===== src/rtl/dc_slew_pkg.sv =====
// Shared types and default sizing for the DC slew limiter.
package dc_slew_pkg;

    localparam int DATA_W_DEF = 16;
    localparam int DIV_W_DEF  = 16;
    // One extra bit so tgt - out cannot overflow across the full signed range.
    localparam int DIFF_W_DEF = DATA_W_DEF + 1;

    typedef enum logic [0:0] {
        IDLE = 1'b0,
        RAMP = 1'b1
    } slew_state_t;

endpackage


===== src/rtl/dc_slew_limiter_if.sv =====
// Control/status bundle between the DC sequencer, the slew limiter and the host.
// RampCount exists only when DC_SLEW_RAMP_COUNT_EN is defined.
interface dc_slew_limiter_if #(
    parameter int DATA_W = dc_slew_pkg::DATA_W_DEF,
    parameter int DIV_W  = dc_slew_pkg::DIV_W_DEF
);
    logic signed [DATA_W-1:0] Target;
    logic        [DATA_W-1:0] StepRate;
    logic        [DIV_W-1:0]  RateDiv;
    logic                     Freeze;
    logic signed [DATA_W-1:0] DataOut;
    logic                     Busy;
    logic                     Done;
`ifdef DC_SLEW_RAMP_COUNT_EN
    logic        [15:0]       RampCount;
`endif

    modport master (
        output Target, StepRate, RateDiv, Freeze,
`ifdef DC_SLEW_RAMP_COUNT_EN
        input  RampCount,
`endif
        input  DataOut, Busy, Done
    );

    modport slave (
        input  Target, StepRate, RateDiv, Freeze,
`ifdef DC_SLEW_RAMP_COUNT_EN
        output RampCount,
`endif
        output DataOut, Busy, Done
    );

endinterface


===== src/rtl/dc_slew_prescaler.sv =====
// Rate prescaler: ticks once every rate_div+1 enabled cycles; freeze holds the count.
module dc_slew_prescaler #(
    parameter int DIV_W = 16
) (
    input  logic             Clk,
    input  logic             Reset_n,
    input  logic             en,
    input  logic             clear,
    input  logic             freeze,
    input  logic [DIV_W-1:0] rate_div,
    output logic             tick
);

    logic [DIV_W-1:0] count;

    assign tick = en && !freeze && (count == rate_div);

    // NOTE: state registers use non-blocking assignments so every flop samples pre-edge values.
    always_ff @(posedge Clk or negedge Reset_n) begin
        if (!Reset_n) begin
            count <= '0;
        end else if (freeze) begin
            count <= count;
        end else if (clear || tick) begin
            count <= '0;
        end else if (en) begin
            count <= count + 1'b1;
        end
    end

endmodule


===== src/rtl/dc_slew_limiter.sv =====
// Ramps DataOut toward the sequencer DC level at StepRate per prescaler tick.
// Optional build macro: DC_SLEW_RAMP_COUNT_EN adds the RampCount completion counter.
module dc_slew_limiter
    import dc_slew_pkg::*;
#(
    parameter int DATA_W = DATA_W_DEF,
    parameter int DIV_W  = DIV_W_DEF
) (
    input  logic             Clk,
    input  logic             Reset_n,
    dc_slew_limiter_if.slave bus
);

    localparam int DIFF_W = (DATA_W == DATA_W_DEF) ? DIFF_W_DEF : DATA_W + 1;

    slew_state_t              state_q, state_d;
    logic signed [DATA_W-1:0] tgt_q;
    logic signed [DATA_W-1:0] data_q, data_d;
    logic                     done_q, done_d;
    logic                     enter_ramp;
    logic                     tick;
    logic signed [DIFF_W-1:0] diff;
    logic        [DIFF_W-1:0] diff_mag;
    logic                     final_step;

    dc_slew_prescaler #(.DIV_W(DIV_W)) u_prescaler (
        .Clk      (Clk),
        .Reset_n  (Reset_n),
        .en       (state_q == RAMP),
        .clear    (enter_ramp),
        .freeze   (bus.Freeze),
        .rate_div (bus.RateDiv),
        .tick     (tick)
    );

    assign diff     = $signed({tgt_q[DATA_W-1], tgt_q}) - $signed({data_q[DATA_W-1], data_q});
    assign diff_mag = diff[DIFF_W-1] ? $unsigned(-diff) : $unsigned(diff);
    // A zero rate mid-ramp means "jump now", not "stall forever".
    assign final_step = (diff_mag <= {1'b0, bus.StepRate}) || (bus.StepRate == '0);

    // NOTE: every always_comb output gets a default first so no path infers a latch.
    always_comb begin
        state_d    = state_q;
        data_d     = data_q;
        done_d     = 1'b0;
        enter_ramp = 1'b0;
        if (!bus.Freeze) begin
            unique case (state_q)
                IDLE: begin
                    if (diff != '0) begin
                        if (bus.StepRate == '0) begin
                            data_d = tgt_q;
                            done_d = 1'b1;
                        end else begin
                            state_d    = RAMP;
                            enter_ramp = 1'b1;
                        end
                    end
                end
                RAMP: begin
                    if (tick) begin
                        if (final_step) begin
                            data_d  = tgt_q;
                            done_d  = 1'b1;
                            state_d = IDLE;
                        end else if (diff[DIFF_W-1]) begin
                            data_d = data_q - bus.StepRate;
                        end else begin
                            data_d = data_q + bus.StepRate;
                        end
                    end
                end
                default: state_d = IDLE;
            endcase
        end
    end

    always_ff @(posedge Clk or negedge Reset_n) begin
        if (!Reset_n) begin
            state_q <= IDLE;
            tgt_q   <= '0;
            data_q  <= '0;
            done_q  <= 1'b0;
        end else begin
            state_q <= state_d;
            data_q  <= data_d;
            done_q  <= done_d;
            if (!bus.Freeze) tgt_q <= bus.Target;
        end
    end

    assign bus.DataOut = data_q;
    assign bus.Busy    = (state_q == RAMP);
    assign bus.Done    = done_q;

`ifdef DC_SLEW_RAMP_COUNT_EN
    logic [15:0] ramp_cnt_q;

    // done_d is already suppressed under Freeze, so the counter holds there too.
    always_ff @(posedge Clk or negedge Reset_n) begin
        if (!Reset_n) begin
            ramp_cnt_q <= '0;
        end else if (done_d) begin
            ramp_cnt_q <= ramp_cnt_q + 1'b1;
        end
    end

    assign bus.RampCount = ramp_cnt_q;
`endif

endmodule

===== src/flat_wrapper.sv =====
// flat-port wrapper written by rule: the top's interface ports become plain ports
module dc_slew_limiter_flat import dc_slew_pkg::*;
#(
    parameter int DATA_W = DATA_W_DEF,
    parameter int DIV_W  = DIV_W_DEF
)
  (Clk, Reset_n, bus_Target, bus_StepRate, bus_RateDiv, bus_Freeze, bus_DataOut, bus_Busy, bus_Done);
  dc_slew_limiter_if #(.DATA_W(DATA_W), .DIV_W(DIV_W)) bus_i ();
  input  logic Clk;
  input  logic Reset_n;
  input wire logic [$bits(bus_i.Target)-1:0] bus_Target;
  input wire logic [$bits(bus_i.StepRate)-1:0] bus_StepRate;
  input wire logic [$bits(bus_i.RateDiv)-1:0] bus_RateDiv;
  input wire logic [$bits(bus_i.Freeze)-1:0] bus_Freeze;
  output wire logic [$bits(bus_i.DataOut)-1:0] bus_DataOut;
  output wire logic [$bits(bus_i.Busy)-1:0] bus_Busy;
  output wire logic [$bits(bus_i.Done)-1:0] bus_Done;
  assign bus_i.Target = bus_Target;
  assign bus_i.StepRate = bus_StepRate;
  assign bus_i.RateDiv = bus_RateDiv;
  assign bus_i.Freeze = bus_Freeze;
  assign bus_DataOut = bus_i.DataOut;
  assign bus_Busy = bus_i.Busy;
  assign bus_Done = bus_i.Done;
  dc_slew_limiter #(.DATA_W(DATA_W), .DIV_W(DIV_W)) u_core (.Clk(Clk), .Reset_n(Reset_n), .bus(bus_i));
endmodule

===== config.mk =====
export PLATFORM = sky130hd
export DESIGN_NAME = dc_slew_limiter_flat
export DESIGN_NICKNAME = d
export VERILOG_FILES = /design/src/rtl/dc_slew_pkg.sv /design/src/rtl/dc_slew_limiter_if.sv /design/src/rtl/dc_slew_prescaler.sv /design/src/rtl/dc_slew_limiter.sv /design/src/flat_wrapper.sv
export SDC_FILE = /design/constraint.sdc
export NUM_CORES = 1
export LEC_CHECK = 0
export ABC_AREA = 0
export CAP_MARGIN = 20
export CORE_UTILIZATION = 40
export CTS_BUF_LIST = sky130_fd_sc_hd__clkbuf_8
export CTS_CLUSTER_DIAMETER = 120
export DETAILED_ROUTE_END_ITERATION = 8
export GPL_ROUTABILITY_DRIVEN = 0
export SLEW_MARGIN = 20
export SYNTH_ARGS = -nofsm -noshare
export SYNTH_HDL_FRONTEND = slang
export SYNTH_SLANG_ARGS = --single-unit

===== constraint.sdc =====
create_clock -name Clk -period 7.95 [get_ports Clk]
set_input_delay 1.1925 -clock Clk [delete_from_list [all_inputs] [get_ports Clk]]
set_output_delay 1.1925 -clock Clk [all_outputs]
set_load 0.05 [all_outputs]

==> out/qor.txt, run 1 <==
Worst Path Max Fanout = 16
Fraction of registers with async set/reset = 1.00
Worst endpoint required time = 8.20 ns
Storage cell area = 1250 sq um
Max Slew Vio Count = 0
Fin Clk Skew = 0.0111 ns
Num ports = 69
Distinct cell type count after synthesis = 61
Vias in the first global route = 4,560
Max Clk Rate = 177 MHz
Clock slew seen by the registers of the worst setup and hold paths = 0.09 ns
CTS tree = built
Area of the multi-input gates = 3680 sq um
Seq/Total Area, Yosys = 0.242
Syn Inst Count = 598
Syn Area/Cell = 8.64 sq um
Drt pass-1 iters = 4
Share of layout cells above drive strength 1 = 0.0681
Initial Utilization = 0.409
Switching power = 0.000325 W
Crit end category = register
Worst path slowest cell = nor2_1
WL final = 13,300 um
Post-layout minimum cycle time = 5.64 ns
Flop pwr share = 0.354
All-Layer GR Usage = 0.211
Net Count, Synth = 701
Pwr Total = 0.000859 W
End of the critical path = u_core.bus.DataOut[15]
CORE AREA = 12,600 sq um
FF+latch count, synth = 50
DRC viols = 0
Worst Setup SP = u_core.bus.DataOut[0]
Arrival @ worst endpoint = 5.89 ns
Die Ht = 116 um
Wirelength per Cell = 15.9 um
Max-cap viol count = 0
Setup Viol. Count Final = 0
Delay-heaviest family, CP = compound AO/OA/AOI/OAI gates
# rows = 41
Final Cycle Share = 0.709
DRT iter0 DRCs = 231
Via count = 4,564
H-tree depth = 2
Peak VDD IR = 0.0822 mV
Clock sink total = 50
Antenna viol nets, final = 0
Post-CTS setup buffer count = 0
Hold buffer count at cts = 0
Dominant synthesized flop cell = dfrtp_1
Leakage = 2.61 nW
First-pass GRT wire length = 22,000 um
Clock share of power = 0.185
Root buf cell = clkbuf_8
Setup crit start kind = register
CP Depth = 21
Post-synth EDFFs = 0
Setup TNS = 0 ns
FILL cells = 1,250
R2r worst-path depth = 21
Max Buffers Root-to-Sink = 2
Final Hold Vio Count = 0
Die X = 116 um
Reg2Reg Setup Slack = 2.31 ns
Most frequent cells in the layout = clkdlybuf4s50_1, xnor2_1, ha_1, dfrtp_1, inv_1
Synth-to-Final Area Change = 17.9%
Outcome = complete, no violations
Cell area after layout = 6090 sq um
Worst skew pair latency = 0.33 ns
Post-place instance area = 6000 sq um
# resized after CTS = 0
Cell-internal power = 0.000534 W
Nets@finish = 763
Critical path type = reg2reg
Hold Crit Class = reg2reg
RSZ-0062 raised after global routing = no
Relative slew slack = 0.311
IO buf count = 68
Post-detail-place hpwl = 10,400 um
CP peak stage delay = 0.76 ns
Sw Share = 0.379
Worst path bufs/invs = 0
Grt ovf = 0
Vias/cell = 5.48
Commonest non-fill, non-tap cell in the layout = clkdlybuf4s50_1
Reg2Reg Launch Point = u_core.bus.DataOut[0]
Ys Warns = 0
Initial antenna violation count = 0
Power per Cell Area = 141 nW/um^2
TritonCTS Buffers = 5
Critical-path cell list = ha_1, fa_1, nor2b_1, o2111ai_1, a21oi_1, o21a_2, a21oi_1, nor2_1, o21ai_0, xnor2_1, ha_1, o21a_1, o31a_1, o21ai_0, a211o_1, a311oi_1, o21ai_0, a21oi_1, xnor2_1, mux2i_1, mux2i_1
RR Endpoint = u_core.bus.DataOut[15]
Die area = 13,400 sq um
Actual slew at the worst max-slew pin = 1.03 ns
Largest net degree at the start of global routing = 51
Hold Path Origin = u_core.tgt_q[0]
Diodes inserted = 0
Gate power share = 0.461
Synthesized cell area = 5170 sq um
-- flip-flops by register name, summed over array words and instances, names as in the netlist --
register and cells:
u_core.bus.Done 1, u_core.u_prescaler.count 16, u_core.bus.Busy 1, u_core.bus.DataOut 16, u_core.tgt_q 16
-- kinds of logic (layout without fill, tap and decap cells) --
group | Yosys count | count (layout) | share of synthesized area
DFF | 50 | 50 | 0.242
muxes | 50 | 50 | 0.101
AOI/OAI and AO/OA | 116 | 116 | 0.147
and+or+nand+nor | 198 | 198 | 0.208
adders and majority gates | 52 | 52 | 0.129
xor gates and xnor gates | 75 | 75 | 0.127
buffers and inverters | 57 | 120 | 0.0453
-- power groups by stage --
stage / Sequential (W) / Clock (W) / Combinational [W]
floorplan: 0.000301 / 0 / 0.000299
global placement: 0.000308 / 0 / 0.000383
detailed placement: 0.000309 / 0 / 0.000392
CTS: 0.000304 / 0.000168 / 0.000395
global route: 0.000308 / 0.000179 / 0.000442
finish: 0.000304 / 0.000159 / 0.000396
-- worst min-delay path by stage --
stage / end / cells after the start
3_3_place_gp: u_core.tgt_q[0] / 1
6_report: u_core.tgt_q[0] / 1
4_1_cts: u_core.tgt_q[0] / 1
2_1_floorplan: u_core.tgt_q[0] / 1
5_1_grt: u_core.tgt_q[0] / 1
3_5_place_dp: u_core.tgt_q[0] / 1
-- area by class of cell --
| type | instances | area share |
|---|---|---|
| Clock buffer | 6 | 0.0136 |
| Inverter | 41 | 0.0253 |
| Tap cell | 172 | 0.0353 |
| Multi-Input combinational cell | 491 | 0.604 |
| Clock inverter | 2 | 0.00144 |
| Timing Repair Buffer | 71 | 0.115 |
| Sequential cell | 50 | 0.205 |
-- worst register-to-register path, cell delays in order (launching register included) --
cell,delay [ns]
dfrtp_1,0.42
ha_1,0.24
fa_1,0.41
nor2b_1,0.19
o2111ai_1,0.15
a21oi_1,0.27
o21a_2,0.27
a21oi_1,0.11
nor2_1,0.76
o21ai_0,0.28
xnor2_1,0.22
ha_1,0.33
o21a_1,0.12
o31a_1,0.17
o21ai_0,0.17
a211o_1,0.38
a311oi_1,0.32
o21ai_0,0.16
a21oi_1,0.21
xnor2_1,0.14
mux2i_1,0.08
mux2i_1,0.15
-- synthesized netlist by cell type, drive strengths merged (5+ instances only) --
library cell | n | area [sq um]
a31oi | 11 | 98.8
or3 | 11 | 68.8
dfrtp | 50 | 1250
o21a | 6 | 46.3
xor2 | 22 | 193
nor2b | 11 | 68.8
a21o | 11 | 82.6
and3 | 9 | 56.3
nor2 | 41 | 154
xnor2 | 53 | 464
nor3 | 15 | 85.1
inv | 41 | 154
clkbuf | 10 | 37.5
buf | 6 | 42.5
o21ai | 33 | 165
mux2i | 33 | 330
nand4 | 22 | 138
ha | 50 | 626
and2 | 5 | 31.3
or2 | 6 | 37.5
nand2b | 7 | 43.8
mux2 | 17 | 191
a21oi | 33 | 173
nand3 | 23 | 115
nand2 | 26 | 97.6
-- per-layer routing --
layer	vias up	part of all wire	GRT usage
li1	2282	-	-
met5	-	0	0
met3	20	0.036	0.0309
met4	0	0.021	0.0786
met1	2167	0.46	0.260
met2	95	0.48	0.374
-- per-stage QoR --
step	cells	util	setup slack, ns	hold WS [ns]
floorplan	598	-	3.16	0.479
global placement	825	0.475	2.25	0.494
detailed placement	825	0.475	2.10	0.513
CTS	833	0.483	2.08	0.536
global route	833	0.483	1.83	0.550
finish	833	0.483	2.31	0.526
Power figures use the tool's default switching activity.
==> run 2: changes to the inputs <==
==> constraint.sdc (replaced) <==
create_clock -name Clk -period 4.7 [get_ports Clk]
set_input_delay 0.705 -clock Clk [delete_from_list [all_inputs] [get_ports Clk]]
set_output_delay 0.705 -clock Clk [all_outputs]
set_load 0.05 [all_outputs]
==> run 2 against run 1 <==
Flip-flop and latch count unchanged. Count of clock-buffer cells in the layout unchanged. Non-clock buffer count increased by 42. Fmax increased by 25%. Die area unchanged. Largest cell class unchanged. Largest power group unchanged. Highest routed layer unchanged.
==> out/qor.txt, run 2 (synthesis gave the netlist of run 1 again) <==
Outcome = complete, no violations
FILL cells = 1,221
Die X = 116 um
Initial Utilization = 0.409
Post-route insts no fill = 875
WL final = 14,100 um
Final Hold Vio Count = 0
Root buf cell = clkbuf_8
Clock share of power = 0.171
Setup TNS = 0 ns
DRC viols = 0
Cell-internal power = 0.000991 W
Worst endpoint required time = 4.92 ns
Arrival @ worst endpoint = 4.74 ns
First-pass GRT wire length = 22,900 um
Max Slew Vio Count = 0
# rows = 41
Drt pass-1 iters = 4
Crit end category = register
Clock slew seen by the registers of the worst setup and hold paths = 0.09 ns
Post-layout minimum cycle time = 4.52 ns
Synth-to-Final Area Change = 29.2%
Max-cap viol count = 0
Worst path slowest cell = dfrtp_2
Leakage = 2.83 nW
Storage cell area = 1260 sq um
Area of the multi-input gates = 3900 sq um
Setup crit start kind = register
Initial antenna violation count = 0
Die area = 13,400 sq um
Max Buffers Root-to-Sink = 2
Grt ovf = 0
Final Cycle Share = 0.962
Switching power = 0.000590 W
Worst skew pair latency = 0.33 ns
TritonCTS Buffers = 5
Clock sink total = 50
Relative slew slack = 0.563
CP dominant cell by count = a31oi_1
Critical path type = reg2reg
Utilization after layout = 0.529
Nets@finish = 805
Peak VDD IR = 0.107 mV
CORE AREA = 12,600 sq um
Setup Viol. Count Final = 0
Diodes inserted = 0
H-tree depth = 2
Share of layout cells above drive strength 1 = 0.175
Worst Path Max Fanout = 5
Hold buffer count at cts = 0
Hold Crit Class = in2async
Antenna viol nets, final = 0
Sw Share = 0.373
IO buf count = 68
Via count = 4,768
Reg2Reg Setup Slack = 0.18 ns
Largest net degree at the start of global routing = 51
Post-detail-place hpwl = 10,900 um
Num ports = 69
CTS tree = built
Dpl ws = -0.0599 ns
Vias/cell = 5.45
Wirelength per Cell = 16.1 um
Die Ht = 116 um
Flop pwr share = 0.327
Power per Cell Area = 237 nW/um^2
Most frequent cells in the layout = clkdlybuf4s50_1, xnor2_1, ha_1, dfrtp_1
Vias in the first global route = 4,757
All-Layer GR Usage = 0.219
Fin Clk Skew = 0.00386 ns
Slack of the critical path = 0.177 ns
Commonest non-fill, non-tap cell in the layout = clkdlybuf4s50_1
CP peak stage delay = 0.43 ns
DRT iter0 DRCs = 226
Gate power share = 0.502
Max Clk Rate = 221 MHz
Critical-path cell list = inv_2, ha_4, a21oi_2, a31oi_1, or4_1, o21a_2, buf_4, a31oi_4, buf_6, o31a_1, xnor2_1, ha_1, and3_4, and3_4, nand2b_1, a31oi_1, o21ai_1, a31oi_1, nand3_1, o21a_4, buf_12, mux2i_1, mux2_4
Actual slew at the worst max-slew pin = 0.655 ns
Cells after DPL = 854
[run 2: cell types whose count changed in the layout (fill, tap and decap cells not counted), moves of 3 or more]
cell,change
ha_1,-4
dfrtp_1,-4
o21ai_1,+4
o21ai_0,-4
dfrtp_2,+4
inv_1,-3
buf_6,+4
a21oi_1,-4
ha_4,+3
buf_4,+36
inv_2,+3
a21oi_2,+3
[run 2: critical path: cells and delay by family, from the launching register on]
family / cells / cell delay (ns)
XOR/XNOR: 1 / 0.08
multiplexers: 2 / 0.36
AND/OR/NAND/NOR: 5 / 0.96
buffers and inverters: 4 / 0.53
adder cells (fa/ha/maj): 2 / 0.53
AO/OA/AOI/OAI: 9 / 1.50
flip-flops: 1 / 0.43
[run 2: repair_timing]
item	in CTS	in global routing
pin swaps	1	21
resized for setup	1	53
setup buffers	2	10
gates cloned	0	1
setup endpoints to repair	8	18
[run 2: path summary, 6_finish.rpt]
kind	startpoint	to	cells after the start
setup / recovery	u_core.bus.DataOut[8]	u_core.bus.DataOut[0]	23
hold / removal	Reset_n	u_core.u_prescaler.count[13]	2
setup reg to reg	u_core.bus.DataOut[8]	u_core.bus.DataOut[0]	23
hold reg to reg	u_core.tgt_q[0]	u_core.tgt_q[0]	1
max in group asynchronous	Reset_n	u_core.bus.DataOut[8]	2
min in group Clk	u_core.tgt_q[0]	u_core.tgt_q[0]	1
[run 2: routing by layer]
| layer | share of wire | up-vias | global-route usage |
|---|---|---|---|
| li1 | - | 2379 | - |
| met1 | 0.46 | 2256 | 0.276 |
| met2 | 0.47 | 108 | 0.370 |
| met3 | 0.043 | 25 | 0.0361 |
| met4 | 0.032 | 0 | 0.0932 |
| met5 | 0 | - | 0 |
[run 2: final cells by class]
type | instances | share of cell area
inverter | 41 | 0.0231
sequential | 50 | 0.188
tap | 172 | 0.0323
timing repair buffer | 113 | 0.159
multi-input combinational | 491 | 0.584
clock inverter | 2 | 0.00131
clock buffer | 6 | 0.0124
[run 2: power groups by stage]
stage | logic [W] | clock network (W) | registers (W)
floorplan | 0.000507 | 0 | 0.000509
CTS | 0.000714 | 0.000287 | 0.000514
finish | 0.000794 | 0.000270 | 0.000516
global placement | 0.000689 | 0 | 0.000521
detailed placement | 0.000705 | 0 | 0.000523
global route | 0.000880 | 0.000306 | 0.000522
[run 2: through the flow]
step / cell area [sq um] / hold slack [ns] / power, W
after floorplan: 5170 / 0.409 / 0.00102
after global placement: 6230 / 0.494 / 0.00121
after detailed placement: 6230 / 0.505 / 0.00123
after CTS: 6340 / 0.505 / 0.00152
after global routing: 6670 / 0.539 / 0.00171
final: 6670 / 0.488 / 0.00158
